`config.mk`:
```
export PLATFORM = sky130hd
export DESIGN_NAME = vga_csr_multi
export DESIGN_NICKNAME = d
export VERILOG_FILES = /design/src/rtl/vga_csr_multi.sv
export SDC_FILE = /design/constraint.sdc
export NUM_CORES = 1
export LEC_CHECK = 0
export ABC_CLOCK_PERIOD_IN_PS = 3520
export CORE_MARGIN = 3
export CORE_UTILIZATION = 58
export CTS_CLUSTER_DIAMETER = 120
export DETAILED_ROUTE_END_ITERATION = 10
export HOLD_SLACK_MARGIN = 0.03
export PLACE_DENSITY = 0.85
export SLEW_MARGIN = 20
export SYNTH_ARGS = -nofsm -noshare
export SYNTH_HDL_FRONTEND = slang
export SYNTH_SLANG_ARGS = --single-unit
```
`constraint.sdc`:
```
create_clock -name pclk -period 3.52 [get_ports pclk]
set_input_delay 0.704 -clock pclk [delete_from_list [all_inputs] [get_ports pclk]]
set_output_delay 0.704 -clock pclk [all_outputs]
set_load 0.05 [all_outputs]
```
`src/rtl/vga_csr_multi.sv`:
```
// APB register bank for a multi-window VGA overlay: shadow registers written over APB,
// copied atomically to the active (renderer-facing) set on the first frame_start after a commit request.
module vga_csr_multi #(
    parameter int ADDR_WIDTH = 12,
    parameter int DATA_WIDTH = 32,
    parameter int NUM_WIN    = 4,
    parameter int COORD_W    = 10,
    parameter int COLOR_W    = 4
) (
    input  logic                         pclk,
    input  logic                         preset_n,
    input  logic                         psel,
    input  logic                         penable,
    input  logic                         pwrite,
    input  logic [ADDR_WIDTH-1:0]        paddr,
    input  logic [DATA_WIDTH-1:0]        pwdata,
    output logic [DATA_WIDTH-1:0]        prdata,
    output logic                         pready,
    output logic                         pslverr,
    input  logic                         frame_start,
    output logic [NUM_WIN*COORD_W-1:0]   win_x_start,
    output logic [NUM_WIN*COORD_W-1:0]   win_x_end,
    output logic [NUM_WIN*COORD_W-1:0]   win_y_start,
    output logic [NUM_WIN*COORD_W-1:0]   win_y_end,
    output logic [NUM_WIN*COLOR_W-1:0]   win_color,
    output logic [NUM_WIN-1:0]           win_en,
    output logic                         irq
);

    localparam int XY_W = 2 * COORD_W;
    localparam logic [4:0] NUM_WIN_U = 5'(NUM_WIN);
    localparam logic [ADDR_WIDTH-5:0] GLB_PAGE = (ADDR_WIDTH-4)'(16);

    // X/Y words are kept packed exactly as written: start in the upper half, end in the lower half
    logic [XY_W-1:0]    sh_x_q   [NUM_WIN];
    logic [XY_W-1:0]    sh_x_d   [NUM_WIN];
    logic [XY_W-1:0]    sh_y_q   [NUM_WIN];
    logic [XY_W-1:0]    sh_y_d   [NUM_WIN];
    logic [COLOR_W-1:0] sh_c_q   [NUM_WIN];
    logic [COLOR_W-1:0] sh_c_d   [NUM_WIN];
    logic [XY_W-1:0]    act_x_q  [NUM_WIN];
    logic [XY_W-1:0]    act_x_d  [NUM_WIN];
    logic [XY_W-1:0]    act_y_q  [NUM_WIN];
    logic [XY_W-1:0]    act_y_d  [NUM_WIN];
    logic [COLOR_W-1:0] act_c_q  [NUM_WIN];
    logic [COLOR_W-1:0] act_c_d  [NUM_WIN];

    logic [NUM_WIN-1:0]    sh_en_q, sh_en_d;
    logic [NUM_WIN-1:0]    act_en_q, act_en_d;
    logic                  pending_q, pending_d;
    logic [1:0]            int_stat_q, int_stat_d;
    logic [1:0]            int_en_q, int_en_d;
    logic [DATA_WIDTH-1:0] prdata_q, prdata_d;
    logic                  err_q, err_d;
    logic                  irq_q, irq_d;

    logic                  aligned;
    logic                  win_space;
    logic                  glb_space;
    logic                  idx_ok;
    logic                  win_hit;
    logic                  glb_hit;
    logic                  addr_ok;
    logic [3:0]            win_idx;
    logic [1:0]            reg_off;
    logic                  setup_ph;
    logic                  wr_en;
    logic                  commit_fire;
    logic [DATA_WIDTH-1:0] rd_data;
    logic                  unused_pwdata;

    assign unused_pwdata = ^pwdata;

    always_comb begin
        win_idx   = paddr[7:4];
        reg_off   = paddr[3:2];
        aligned   = (paddr[1:0] == 2'b00);
        win_space = (paddr[ADDR_WIDTH-1:8] == '0);
        glb_space = (paddr[ADDR_WIDTH-1:4] == GLB_PAGE);
        idx_ok    = ({1'b0, win_idx} < NUM_WIN_U);
        win_hit   = aligned & win_space & idx_ok & (reg_off != 2'd3);
        glb_hit   = aligned & glb_space;
        addr_ok   = win_hit | glb_hit;
    end

    assign setup_ph    = psel & ~penable;
    assign wr_en       = psel & penable & pwrite & addr_ok;
    assign commit_fire = frame_start & pending_q;

    always_comb begin
        rd_data = '0;
        if (win_hit) begin
            for (int n = 0; n < NUM_WIN; n++) begin
                if (win_idx == 4'(n)) begin
                    case (reg_off)
                        2'd0:    rd_data[XY_W-1:0]    = sh_x_q[n];
                        2'd1:    rd_data[XY_W-1:0]    = sh_y_q[n];
                        2'd2:    rd_data[COLOR_W-1:0] = sh_c_q[n];
                        default: rd_data              = '0;
                    endcase
                end
            end
        end else if (glb_hit) begin
            case (reg_off)
                2'd0:    rd_data[NUM_WIN-1:0] = sh_en_q;
                2'd1:    rd_data[0]           = pending_q;
                2'd2:    rd_data[1:0]         = int_stat_q;
                default: rd_data[1:0]         = int_en_q;
            endcase
        end
    end

    // The active set samples the shadows before this edge's write lands, so a
    // coincident write waits for the following commit
    always_comb begin
        for (int n = 0; n < NUM_WIN; n++) begin
            sh_x_d[n]  = sh_x_q[n];
            sh_y_d[n]  = sh_y_q[n];
            sh_c_d[n]  = sh_c_q[n];
            act_x_d[n] = commit_fire ? sh_x_q[n] : act_x_q[n];
            act_y_d[n] = commit_fire ? sh_y_q[n] : act_y_q[n];
            act_c_d[n] = commit_fire ? sh_c_q[n] : act_c_q[n];
        end
        sh_en_d  = sh_en_q;
        act_en_d = commit_fire ? sh_en_q : act_en_q;
        int_en_d = int_en_q;

        if (wr_en && win_hit) begin
            for (int n = 0; n < NUM_WIN; n++) begin
                if (win_idx == 4'(n)) begin
                    case (reg_off)
                        2'd0:    sh_x_d[n] = pwdata[XY_W-1:0];
                        2'd1:    sh_y_d[n] = pwdata[XY_W-1:0];
                        2'd2:    sh_c_d[n] = pwdata[COLOR_W-1:0];
                        default: sh_c_d[n] = sh_c_q[n];
                    endcase
                end
            end
        end
        if (wr_en && glb_hit && reg_off == 2'd0) begin
            sh_en_d = pwdata[NUM_WIN-1:0];
        end
        if (wr_en && glb_hit && reg_off == 2'd3) begin
            int_en_d = pwdata[1:0];
        end
    end

    // A commit request arriving with the committing frame re-arms pending;
    // hardware status sets override a coincident write-1-to-clear
    always_comb begin
        pending_d = pending_q;
        if (commit_fire) begin
            pending_d = 1'b0;
        end
        if (wr_en && glb_hit && reg_off == 2'd1 && pwdata[0]) begin
            pending_d = 1'b1;
        end

        int_stat_d = int_stat_q;
        if (wr_en && glb_hit && reg_off == 2'd2) begin
            int_stat_d = int_stat_q & ~pwdata[1:0];
        end
        if (frame_start) begin
            int_stat_d[0] = 1'b1;
        end
        if (commit_fire) begin
            int_stat_d[1] = 1'b1;
        end

        irq_d = |(int_stat_q & int_en_q);
    end

    always_comb begin
        prdata_d = prdata_q;
        err_d    = err_q;
        if (setup_ph) begin
            err_d = ~addr_ok;
            if (!pwrite) begin
                prdata_d = rd_data;
            end
        end
    end

    always_ff @(posedge pclk or negedge preset_n) begin
        if (!preset_n) begin
            for (int n = 0; n < NUM_WIN; n++) begin
                sh_x_q[n]  <= '0;
                sh_y_q[n]  <= '0;
                sh_c_q[n]  <= '0;
                act_x_q[n] <= '0;
                act_y_q[n] <= '0;
                act_c_q[n] <= '0;
            end
            sh_en_q    <= '0;
            act_en_q   <= '0;
            pending_q  <= 1'b0;
            int_stat_q <= '0;
            int_en_q   <= '0;
            prdata_q   <= '0;
            err_q      <= 1'b0;
            irq_q      <= 1'b0;
        end else begin
            for (int n = 0; n < NUM_WIN; n++) begin
                sh_x_q[n]  <= sh_x_d[n];
                sh_y_q[n]  <= sh_y_d[n];
                sh_c_q[n]  <= sh_c_d[n];
                act_x_q[n] <= act_x_d[n];
                act_y_q[n] <= act_y_d[n];
                act_c_q[n] <= act_c_d[n];
            end
            sh_en_q    <= sh_en_d;
            act_en_q   <= act_en_d;
            pending_q  <= pending_d;
            int_stat_q <= int_stat_d;
            int_en_q   <= int_en_d;
            prdata_q   <= prdata_d;
            err_q      <= err_d;
            irq_q      <= irq_d;
        end
    end

    for (genvar g = 0; g < NUM_WIN; g++) begin : g_out
        assign win_x_start[g*COORD_W +: COORD_W] = act_x_q[g][XY_W-1:COORD_W];
        assign win_x_end[g*COORD_W +: COORD_W]   = act_x_q[g][COORD_W-1:0];
        assign win_y_start[g*COORD_W +: COORD_W] = act_y_q[g][XY_W-1:COORD_W];
        assign win_y_end[g*COORD_W +: COORD_W]   = act_y_q[g][COORD_W-1:0];
        assign win_color[g*COLOR_W +: COLOR_W]   = act_c_q[g];
    end

    assign win_en  = act_en_q;
    assign irq     = irq_q;
    assign prdata  = prdata_q;
    assign pready  = 1'b1;
    assign pslverr = err_q & psel & penable;

endmodule

```
Yosys cells after proc, flatten, opt, wreduce, memory -nomap -nowiden
Cells that the tools add are included.

Register bits after elaboration: 399. Input port bits: 50. Logic and storage cells: 116.

Magnitude comparators: 1. Equality and inequality tests: 8. Muxes and demuxes: 27. Bitwise logic cells: 18. Reductions and logical operators: 29.

Operators by type and width (number): case mux 16 bit (3 select lines) (3); 2-to-1 mux 32 bit (4); case mux 4 bit (3 select lines) (4); 2-to-1 mux 12 bit (3); AND reduction 3 bit (12); case mux 16 bit (2 select lines) (1); 2-to-1 mux 28 bit (1); 2-to-1 mux 20 bit (1); AND 1 bit (11); == test 4 x 2 -> 1 bit, second input constant (2); == test 8 x 5 -> 1 bit, second input constant (1); logical NOT 4 bit (2); 2-to-1 mux 4 bit (2); logical AND 1 bit (7); case mux 1 bit (3 select lines) (2); nonzero test 2 bit (3); AND 2 bit (2); == test 2 bit, second input constant (2); == test 4 x 1 -> 1 bit, second input constant (1); logical NOT 2 bit (2); < comparator 4 x 3 -> 1 bit, second input constant (1); 2-to-1 mux 1 bit (4); 2-to-1 mux 2 bit (2); inverter 1 bit (3); 7 further kinds (7).

Logic depth before layout (Yosys ltp)
Word-level depth: 12. Mapped depth: 8. Gate-level depth less buffers: 4.

Worst setup path before layout
Ideal clock, no wire load.

Path kind: input to register. Start: input port paddr[0]. End: register sh_x_q[60] in the netlist's numbering. Arrival time: 2.294 ns. Required time: 3.395 ns. Slack: 1.101 ns. Cell stages on the path: 6. Buffers on the path: 2. Path through: or4_4 -> buf_6 -> nor4_4 -> nand3_2 -> buf_6 -> mux2_4.

Cells in the longest elaborated chain, start to end: 8. Elaborated cells on any way between the ends: 9.

Ends and longest elaborated chain: start: declaration (line 15) `input logic [ADDR_WIDTH-1:0] paddr,`; logical NOT 2 bit * (line 77) `aligned = (paddr[1:0] == 2'b00);`; AND 1 bit (3 in a row) (line 81) `win_hit = aligned & win_space & idx_ok & (reg_off != 2'd3);`; bitwise OR 1 bit (line 83) `addr_ok = win_hit | glb_hit;`; AND 1 bit (line 87) `assign wr_en = psel & penable & pwrite & addr_ok;`; logical AND 1 bit * (line 128) `if (wr_en && win_hit) begin`; AND reduction 3 bit (no source line) *; end signal: indexed assignment (line 204) `sh_x_q[n] <= sh_x_d[n];`; end: declaration (line 35) `logic [XY_W-1:0] sh_x_q [NUM_WIN];`.

Mark *: on every way between the ends. The rest lies on a longest branch, timed or not. A chain may end at the register's enable or synchronous reset.

Final worst setup path
Start: input port penable. End: output port pslverr.

Cells in the longest elaborated chain, start to end: 1.

Ends and longest elaborated chain: start: declaration (line 13) `input logic penable,`; AND 1 bit (line 234) `assign pslverr = err_q & psel & penable;`; end: declaration (line 19) `output logic pslverr,`.

Every way passes these cells.

==> impl_metrics.tcl <==
set metrics [dict create \
    pwr-share-seq 0.493 \
    die-area_um2 31000 \
    clock_path_buffers 3 \
    synth_ff_type "dfrtp_1" \
    ff2ff_setup_slack_ns 1.60 \
    async_reset_ff_frac 1.00 \
    viasPerCell 5.80 \
    relSlewSlack 0.402 \
    max-vdd-ir-drop_mv 0.618 \
    cap_viol_max_count 0 \
    clk_transition_reported_paths_ns 0.06 \
    cp_max_fo 5 \
    gp_congestion 0.899 \
    io_buffers 239 \
    critPathMaxStageDelay_ns 0.80 \
    synth.yosys.seq_area_share 0.578 \
    post-route-min-period_ns 2.91 \
    post-cts-setup-buffers 0 \
    cp.required_ns 2.82 \
    setup_viol 0 \
    timing.rr.end "win_x_start[4]" \
    report.final.slew_viol_count 0 \
    area_growth_pct 24.4 \
    cts_tree "done" \
    fp.dieH_um 176 \
    worstMarginPinSlew_ns 0.897 \
    layout_commonest_cell "dfrtp_1" \
    combPwrFrac 0.039 \
    htree_levels 2 \
    drt-initial-drc-count 736 \
    die_x_um 176 \
    fin_nets 1434 \
    numCtsBuffers 41 \
    max_freq_ghz 0.344 \
    path_class "in -> out" \
    arrival_ns 2.20 \
    finalCritPeriodShare 0.826 \
    ios 265 \
    reg2regPathDepth 3 \
    root_buffer "clkbuf_16" \
    rsz0062_at_grt "no" \
    p_sw_mw 1.94 \
    wl_per_cell_um 23.0 \
    syn_area_per_cell_um2 14.7 \
    start_util 0.595 \
    r2r-start "pending_q" \
    firstDrtPassIters 5 \
    cp_top_family "buffers and inverters" \
    cts_hold_buf 0 \
    synth_edf_count 0 \
    core_area_um2 28200 \
    synth-seq-cells 387 \
    antenna_found_initial 1 \
    fin_skew_ns 0.0142 \
    ys_types 53 \
    netlist_area_um2 16800 \
    clkPwrFrac 0.468 \
    grt_pass1_vias 10800 \
    power.density_nw_per_um2 433 \
    cp_slowest_cell "clkdlybuf4s50_1" \
    finalSetupTns_ns 0 \
    floorplan.rows 61 \
    drt_wl_total_um 41100 \
    intPower_mw 7.09 \
    setup.worst_path.start_class "primary input" \
    gr-total-overflow 0 \
    grt_max_degree 115 \
    ant_nets 0 \
    yosys_warnings 0 \
    cts_resized 0 \
    drc 0 \
    path_cells "clkdlybuf4s50_1, and3_1, clkdlybuf4s50_1" \
    crit_buf_inv 2 \
    cp-end-kind "primary output" \
    drive_above_1_share 0.348 \
    fin_cells 1788 \
    hold_viol_final 0 \
    num_vias 10400 \
    leakagePower_nw 10.2 \
    dpl.hpwl_um 28700 \
    grt_usage 0.266 \
    switching_share 0.214 \
    syn_inst 1143 \
    placed_cells_incl_taps 1719 \
    hold_class "in -> async" \
    mostFrequentLayoutCells "dfrtp_1, mux2_2, clkdlybuf4s50_1, mux2_4, nor3_1" \
    status "finished, final reports clean" \
    grt_pass1_wl_um 64000 \
    insertion_delay_ns 0.53 \
    clock-sinks 387 \
    cpMostUsedCell "clkdlybuf4s50_1" \
]
worst max-delay path by stage:
stage               startpoint          to  cells after the start
floorplan             paddr[0]  sh_x_q[60]                      6
global placement      paddr[7]  sh_x_q[72]                      6
detailed placement    paddr[7]  sh_x_q[73]                      6
CTS                    penable     pslverr                      3
global route           penable     pslverr                      3
finish                 penable     pslverr                      3
cell type report:
cell class              instances  area, um2
well taps                     378        473
clock inverters                10        135
clock buffers                  58       1180
diodes                          1       2.50
multi-input cells             670       6570
fillers                      1805       7310
flip-flops and latches        387       9680
inverters                       6       22.5
repair buffers                278       2790
cell usage after synthesis (2+ instances only):
| cell type | count | share of area |
|---|---|---|
| a2111oi_0 | 3 | 0.0016 |
| a221o_1 | 4 | 0.0024 |
| a221oi_1 | 2 | 0.0010 |
| a22o_1 | 3 | 0.0016 |
| a22oi_1 | 11 | 0.0049 |
| buf_2 | 11 | 0.0033 |
| buf_4 | 13 | 0.0058 |
| buf_6 | 17 | 0.011 |
| clkbuf_1 | 49 | 0.011 |
| conb_1 | 2 | 0.00045 |
| dfrtp_1 | 387 | 0.58 |
| inv_1 | 5 | 0.0011 |
| mux2_1 | 7 | 0.0047 |
| mux2_2 | 302 | 0.20 |
| mux2_4 | 70 | 0.063 |
| mux2i_1 | 65 | 0.039 |
| mux4_2 | 2 | 0.0027 |
| nand2_1 | 20 | 0.0045 |
| nand2_2 | 6 | 0.0022 |
| nand2b_1 | 3 | 0.0011 |
| nand3_1 | 9 | 0.0027 |
| nand3_2 | 2 | 0.0012 |
| nand4_1 | 3 | 0.0011 |
| nand4b_1 | 2 | 0.0010 |
| nor2_1 | 8 | 0.0018 |
| nor2b_1 | 2 | 0.00075 |
| nor3_1 | 67 | 0.020 |
| nor4_1 | 18 | 0.0067 |
| nor4_4 | 3 | 0.0038 |
| o211ai_1 | 2 | 0.00090 |
| o21ai_0 | 19 | 0.0057 |
| o311ai_0 | 2 | 0.0010 |
| or3_1 | 3 | 0.0011 |
| or3b_2 | 2 | 0.0010 |
layer usage:
metal  wire length (um)  share of wire  global-route usage  vias to the layer above
met4               1310          0.032              0.0917                        0
met5                  0              0                   0                        -
met2              18600           0.45               0.397                      338
met1              19000           0.46               0.401                     5352
met3               2180          0.053              0.0430                       71
li1                   -              -                   -                     4615
logic make-up (layout without fill, tap and decap cells):
family,after synthesis,in the layout,share of synthesized area
AOI/OAI and AO/OA,55,55,0.0233
buffers and inverters,97,352,0.0331
DFF,387,387,0.578
muxes,446,446,0.312
other,2,14,0.000448
and+or+nand+nor,156,156,0.0535
through the flow:
step                worst slack (ns)   util  hold slack (ns)  power, mW  instance area [um2]
floorplan                       1.10      -            0.408       4.68                16800
global placement               0.342  0.694            0.464       4.88                19500
detailed placement             0.335  0.694            0.470       4.89                19500
CTS                            0.607  0.740            0.291       9.09                20900
global route                   0.577  0.740            0.307       9.31                20900
finish                         0.611  0.740            0.243       9.03                20900
sequential cells by signal (all words and copies together), names as in the netlist:
| signal | cells |
|---|---|
| int_stat_q | 2 |
| sh_x_q | 80 |
| win_y_end | 40 |
| win_en | 4 |
| win_y_start | 40 |
| irq | 1 |
| sh_y_q | 80 |
| win_color | 16 |
| win_x_start | 40 |
| sh_en_q | 4 |
| sh_c_q | 16 |
| err_q | 1 |
| pending_q | 1 |
| win_x_end | 40 |
| prdata | 20 |
| int_en_q | 2 |
power groups by stage:
stage	Combinational [mW]	Clock, mW	Sequential (mW)
floorplan	0.147	0	4.54
global placement	0.350	0	4.53
detailed placement	0.354	0	4.54
CTS	0.355	4.28	4.45
global route	0.381	4.47	4.45
finish	0.352	4.22	4.45
Power figures use the tool's default switching activity.
